[src/rtl/aes_pkg.sv]
// Shared types and helpers for the AES decrypt front-end loader.
// Word slots are big-endian: slot 0 lands in the most significant word.
package aes_pkg;

   localparam int BLOCK_W = 128;
   localparam int WORD_W  = 32;

   typedef enum logic [1:0] {
      ST_LOAD = 2'd0,
      ST_WAIT = 2'd1,
      ST_HOLD = 2'd2
   } state_e;

   // Bit offset of the LSB of word slot 'slot' inside an 'nwords'-word vector.
   function automatic int unsigned slot_lsb(input int unsigned slot, input int unsigned nwords);
      return (nwords - 1 - slot) * WORD_W;
   endfunction

endpackage

[src/rtl/aes_dec_word_loader.sv]
// Collects key and ciphertext words for the AES decrypt core, holds them stable while the
// core's fixed-latency pipeline runs, then captures and presents the plaintext.
module aes_dec_word_loader
   import aes_pkg::*;
#(
   parameter int NK      = 4,
   parameter int LATENCY = 12
) (
   input  logic                 clk,
   input  logic                 rst_n,
   input  logic                 inValid,
   output logic                 inReady,
   input  logic [WORD_W-1:0]    inWord,
   input  logic                 inIsKey,
   output logic [NK*WORD_W-1:0] keyOut,
   output logic [BLOCK_W-1:0]   cipherOut,
   input  logic [BLOCK_W-1:0]   plainIn,
   output logic [BLOCK_W-1:0]   plainOut,
   output logic                 plainValid,
   input  logic                 plainReady
);

   localparam int KCW = (NK > 1) ? $clog2(NK) : 1;
   localparam int CW  = $clog2(LATENCY + 1);

   state_e                r_state;
   logic [KCW-1:0]        r_key_cnt;
   logic [1:0]            r_data_cnt;
   logic                  r_key_valid;
   logic [CW-1:0]         r_cnt;
   logic [NK*WORD_W-1:0]  r_key;
   logic [BLOCK_W-1:0]    r_cipher;
   logic [BLOCK_W-1:0]    r_plain;
   logic                  r_plain_valid;

   logic                  w_ready;
   logic                  w_accept;

   // Key words only between blocks; data words only once a full key is present.
   assign w_ready  = (r_state == ST_LOAD) &&
                     ((inIsKey && (r_data_cnt == 2'd0)) || (!inIsKey && r_key_valid));
   assign w_accept = inValid && w_ready;

   always_ff @(posedge clk or negedge rst_n) begin
      if (!rst_n) begin
         r_state       <= ST_LOAD;
         r_key_cnt     <= '0;
         r_data_cnt    <= '0;
         r_key_valid   <= 1'b0;
         r_cnt         <= '0;
         r_key         <= '0;
         r_cipher      <= '0;
         r_plain       <= '0;
         r_plain_valid <= 1'b0;
      end else begin
         case (r_state)
            ST_LOAD: begin
               if (w_accept) begin
                  if (inIsKey) begin
                     r_key[slot_lsb(32'(r_key_cnt), NK) +: WORD_W] <= inWord;
                     if (r_key_cnt == '0)
                        r_key_valid <= 1'b0;
                     if (r_key_cnt == KCW'(NK - 1)) begin
                        r_key_valid <= 1'b1;
                        r_key_cnt   <= '0;
                     end else begin
                        r_key_cnt <= r_key_cnt + 1'b1;
                     end
                  end else begin
                     r_cipher[slot_lsb(32'(r_data_cnt), 4) +: WORD_W] <= inWord;
                     if (r_data_cnt == 2'd3) begin
                        r_data_cnt <= '0;
                        r_cnt      <= CW'(LATENCY - 1);
                        r_state    <= ST_WAIT;
                     end else begin
                        r_data_cnt <= r_data_cnt + 1'b1;
                     end
                  end
               end
            end
            ST_WAIT: begin
               if (r_cnt == '0) begin
                  r_plain       <= plainIn;
                  r_plain_valid <= 1'b1;
                  r_state       <= ST_HOLD;
               end else begin
                  r_cnt <= r_cnt - 1'b1;
               end
            end
            ST_HOLD: begin
               if (plainReady) begin
                  r_plain_valid <= 1'b0;
                  r_state       <= ST_LOAD;
               end
            end
            default: r_state <= ST_LOAD;
         endcase
      end
   end

   assign inReady    = w_ready;
   assign keyOut     = r_key;
   assign cipherOut  = r_cipher;
   assign plainOut   = r_plain;
   assign plainValid = r_plain_valid;

endmodule

[config.mk]
export PLATFORM = sky130hd
export DESIGN_NAME = aes_dec_word_loader
export DESIGN_NICKNAME = d
export VERILOG_FILES = /design/src/rtl/aes_pkg.sv /design/src/rtl/aes_dec_word_loader.sv
export SDC_FILE = /design/constraint.sdc
export NUM_CORES = 1
export LEC_CHECK = 0
export ABC_AREA = 0
export ABC_CLOCK_PERIOD_IN_PS = 5460
export CAP_MARGIN = 30
export CORE_AREA = 2 2 212 214
export CTS_CLUSTER_DIAMETER = 40
export DETAILED_ROUTE_END_ITERATION = 10
export DIE_AREA = 0 0 214 216
export PLACE_DENSITY_LB_ADDON = 0.12
export SETUP_SLACK_MARGIN = 0.15
export SLEW_MARGIN = 20
export SYNTH_ARGS = -nofsm -noshare
export SYNTH_HDL_FRONTEND = slang
export SYNTH_SLANG_ARGS = --single-unit
[constraint.sdc]
create_clock -name clk -period 5.46 [get_ports clk]
set_input_delay 1.638 -clock clk [delete_from_list [all_inputs] [get_ports clk]]
set_output_delay 1.638 -clock clk [all_outputs]
set_load 0.01 [all_outputs]
Yosys cells after proc, flatten, opt, wreduce, memory -nomap -nowiden:

Index checks and enable logic that the tools add are counted.

* word-level logic and storage cells: 71
* input bits: 165
* flip-flop bits (word level): 396

* equality and inequality tests: 10
* mux-type cells: 20
* reduce and logical (&&, ||, !) cells: 20
* bitwise gates (word level): 1
* shift operators: 4
* add/sub/neg operators: 7

Operator list (count)
* $bwmux W128: 2
* $shift A32 B34 Y128 const A: 2
* $shiftx A32 B34 Y128: 2
* $neg A32 Y34: 2
* $mux W4: 4
* $mux W2: 7
* $ne A2 B2 Y1 const B: 5
* $reduce_and A5 Y1: 2
* $reduce_and A3 Y1: 3
* $pmux W4 S2: 1
* $eq A2 B2 Y1 const B: 3
* $logic_not A2 Y1: 3
* $pmux W2 S3: 1
* $reduce_bool A2 Y1: 3
* $sub A2 B2 Y3 const A: 2
* $add A2 B1 Y2 const B: 2
* $logic_and A1 B1 Y1: 4
* $logic_not A4 Y1: 1
* $mux W1: 4
* $reduce_and A4 Y1: 1
* $sub A4 B1 Y4 const B: 1
* $eq A2 B1 Y1 const B: 1
* $ne A2 B1 Y1 const B: 1
* $pmux W1 S2: 1
* 4 further kinds: 4

Longest topological paths before layout:

Gate-level depths: netlist of the first run.

* depth after elaboration: 7
* gate-level depth with buffers: 8
* depth with buffers taken out: 5

Worst setup path after synthesis of the first run:

No wires, ideal clock.

* kind: input -> output
* start: input inIsKey
* end: output inReady
* required time: 3822 ps
* slack: 1667 ps
* buffers on the path: 1
* arrival: 2155 ps
* stages on the path: 3
* cells stage by stage: buf_2 mux2i_1 nor3_1

* cells in the longest elaborated chain, start to end: 4
* elaborated cells on any way between the ends: 5

Ends and longest elaborated chain
* start: declaration: RTL line aes_dec_word_loader.sv:14 `input logic inIsKey,`
* $logic_not A1 Y1: RTL line aes_dec_word_loader.sv:41 `((inIsKey && (r_data_cnt == 2'd0)) || (!inIsKey && r_key_valid));`
* $logic_and A1 B1 Y1: RTL line aes_dec_word_loader.sv:41
* $logic_or A1 B1 Y1 *: RTL line aes_dec_word_loader.sv:41
* $logic_and A1 B1 Y1 *: RTL line aes_dec_word_loader.sv:40 `assign w_ready = (r_state == ST_LOAD) &&`
* end: declaration: RTL line aes_dec_word_loader.sv:12 `output logic inReady,`

Mark *: on every way between the ends. The rest lies on a longest branch, timed or not.

Final worst setup path of the first run:

Ends and elaborated chain as after synthesis.

==> results of run 1 <==
## layer usage
layer	global-route usage	share of wire	wire length (µm)
met5	0	0	0
met4	0.0760	0.019	1070
met3	0.0899	0.089	5090
met2	0.406	0.48	27600
met1	0.307	0.41	23400
## placed cells by master, fill, tap and decap left out, types with 3 or more instances in the layout
cell and n:
nor2b_1 3, nand4_1 3, buf_12 6, mux2_2 35, nor3_1 3, nand3_1 3
clkinv_2 9, clkbuf_1 6, clkinvlp_4 10, a21o_1 32, clkbuf_8 4, and4_1 33
clkinv_4 7, and3b_2 5, inv_1 232, nand2_1 227, bufinv_16 12, clkdlybuf4s50_1 549
buf_4 13, o21ai_0 3, ha_1 11, mux2i_1 225, nor2_1 3, nor3b_2 3
dfrtp_1 396, inv_6 6, clkbuf_16 74, mux2_4 98
## worst max path at each step
stage | startpoint | end | slack [ns] | depth (start not counted)
after CTS | inIsKey | inReady | 0.36 | 4
after detailed placement | inIsKey | inReady | 0.37 | 4
after global routing | inIsKey | inReady | 0.38 | 4
final | inIsKey | inReady | 0.44 | 4
after global placement | inIsKey | inReady | 0.38 | 4
after floorplan | inIsKey | inReady | 1.67 | 3
## final cells by class
cell class              count  share of cell area
clock buffers              84              0.0748
inverters                 232              0.0337
multi-input cells         705               0.232
clock inverters            45              0.0237
well taps                 592              0.0287
flip-flops and latches    396               0.384
repair buffers            571               0.223
## power groups by stage
stage	logic, mW	clock network (mW)	registers [mW]
6_report	5.82	4.67	4.73
3_5_place_dp	5.87	0	4.76
3_3_place_gp	5.81	0	4.71
5_1_grt	6.24	4.91	4.88
2_1_floorplan	1.97	0	5.23
4_1_cts	5.91	4.77	4.74
## state kept, by name, summed over array words and instances, names as in the netlist
signal / count
cipherOut: 128
keyOut: 128
r_data_cnt: 2
r_state: 2
r_key_cnt: 2
r_key_valid: 1
plainOut: 128
r_cnt: 4
plainValid: 1
## cell families after synthesis
family,count (synthesis),share of synthesized area
adders and majority gates,11,0.00798
buffers and inverters,342,0.0813
muxes,358,0.239
and+or+nand+nor,296,0.0798
AOI/OAI and AO/OA,40,0.0171
DFF,396,0.575
## metrics by stage
step | std cells | setup WS (ns) | area [µm²] | power, mW
4_1_cts | 2625 | 0.362 | 25800 | 15.4
3_5_place_dp | 2496 | 0.372 | 23300 | 10.6
2_1_floorplan | 1443 | 1.67 | 17200 | 7.20
6_report | 2625 | 0.445 | 25800 | 15.2
3_3_place_gp | 2494 | 0.382 | 23200 | 10.5
5_1_grt | 2625 | 0.379 | 25800 | 16.0
## critical path, delay by kind of cell
| kind | cells | cell delay [ns] |
|---|---|---|
| buf+inv | 2 | 1.25 |
| simple gates | 1 | 0.34 |
| mux | 1 | 0.14 |
==> impl_metrics.csv, run 1 <==
group,metric,value,unit
clock_tree,cts-hold-fix-buffers,0,
floorplanning,initial_core_util,0.393,
synthesis,synth_common_cells,"dfrtp_1 (396), inv_1 (232), nand2_1 (228)",
detailed_routing,wl,57.2,mm
floorplanning,dieArea,46200,µm²
clock_tree,cts.sinks,396,
detailed_routing,post-route-drc-count,0,
sta,fmax,199,MHz
power_and_ir_drop,pwr-share-seq,0.311,
clock_tree,post_cts_buffers,0,
synthesis,synth_ff_type,"dfrtp_1",
setup_path,setup.worst_path.start_class,"input port",
synthesis,syn_area,17200,µm²
layout,diodes,0,
layout,final_nets,2152,
setup_path,crit_chain,"clkdlybuf4s50_1 > mux2i_1 > nor3_1 > clkdlybuf4s50_1",
synthesis,synthTopCellsByArea,"dfrtp_1 (57%), mux2i_1 (13%), mux2_4 (8.5%)",
setup_path,cp.required,3.82,ns
power_and_ir_drop,combPwrFrac,0.382,
floorplanning,die_y,216,µm
power_and_ir_drop,power.net_switching,4.97,mW
synthesis,synth.ff_latch_count,396,
setup_path,crit_fanout,8,
detailed_routing,vias,12322,
layout,drive_above_1_share,0.144,
global_route,grt_pass1_wl,85.6,mm
global_route,overflow,0,
flow_run,drv_cap,0,
placed_design,io_buffers,550,
sta,finClkSkew,0.0172,ns
hold_path,min-delay-start,"cipherOut[109]$_DFFE_PN0P_",
hold_path,hold-path-cell-count,1,
floorplanning,rows,77,
synthesis,async_flop_share,1.00,
setup_path,worstReg2RegEnd,"keyOut[109]$_DFFE_PN0P_",
setup_path,crit_arrival,3.38,ns
detailed_routing,drt_iter0_drc,668,
floorplanning,fp.dieW,214,µm
synthesis,synthCells,1443,
floorplanning,core,43800,µm²
setup_path,worstReg2RegStart,"r_data_cnt[0]$_DFFE_PN0P_",
sta,timing.hold.ws,0.471,ns
sta,relSlewSlack,0.352,
global_route,grt_max_degree,103,
setup_path,critical-path-max-stage-delay,0.63,ns
run_status,outcome,"finished clean",
detailed_routing,antenna_left,0,
power_and_ir_drop,p_int,10.3,mW
power_and_ir_drop,p_leak,13.5,nW
clock_tree,cts_max_level,3,
clock_tree,clock_latency,0.59,ns
setup_path,cp_common_cell,"clkdlybuf4s50_1",
sta,fin_tns_setup,0,ns
clock_tree,cts_tree,"built",
sta,drv_slew,0,
synthesis,yosys.area.top_type,"dfrtp_1",
setup_path,end_kind,"primary output",
synthesis,synth.distinct_cells,31,
clock_tree,clk_pin_slew,0.05,ns
layout,multi_input_area,5990,µm²
setup_path,critPathSlowestCell,"clkdlybuf4s50_1",
layout,fin_util,0.589,
sta,finalCriticalPeriod,5.02,ns
hold_path,min_path_type,"reg2reg",
sta,period_share,0.919,
clock_tree,ctsResizeCount,0,
layout,area_growth,49.7,%
synthesis,synthesis.nets,1619,
setup_path,r2r_cells,7,
setup_path,path_class,"in2out",
floorplanning,io_pins,551,
placed_design,place.gp.congestion,0.865,
power_and_ir_drop,power_density,590,nW/µm²
synthesis,synthMostInstantiatedCell,"dfrtp_1",
detailed_routing,wl_per_cell,21.8,µm
global_route,globalRouteTotalUtil,0.248,
clock_tree,cts_buffers,70,
setup_path,r2r_slack,1.93,ns
sta,worst_pin_slew,0.969,ns
synthesis,syn-mean-instance-area,11.9,µm²
detailed_routing,first_pass_iters,5,
clock_tree,clock-root-buffer,"clkbuf_16",
synthesis,synth_edf_count,0,
layout,fill_cells,3653,
global_route,antenna_found_initial,0,
synthesis,yosys.area.top_type_share,0.575,
global_route,grt_pass1_vias,12777,
synthesis,yosysSeqAreaShare,0.575,
power_and_ir_drop,ir_drop,317,µV
sta,finalSetupViolCount,0,
hold_path,hold_end,"cipherOut[109]$_DFFE_PN0P_",
detailed_routing,via_per_inst,4.69,
power_and_ir_drop,sw_frac_of_total,0.326,
placed_design,hpwl,39.8,mm
synthesis,yosysWarnings,0,
sta,hold_viol_final,0,
power_and_ir_drop,clockPowerShare,0.307,
sta,rsz0062_at_grt,"no",
clock_tree,cts_buffer_depth,3,
layout,register_area,9910,µm²
Power figures use the tool's default switching activity.
==> inputs of run 2 (changes only) <==
- GPL_ROUTABILITY_DRIVEN: unset -> 1
==> results of run 2 <==
The final DEF is identical to that of run 1; final timing and power are the same.
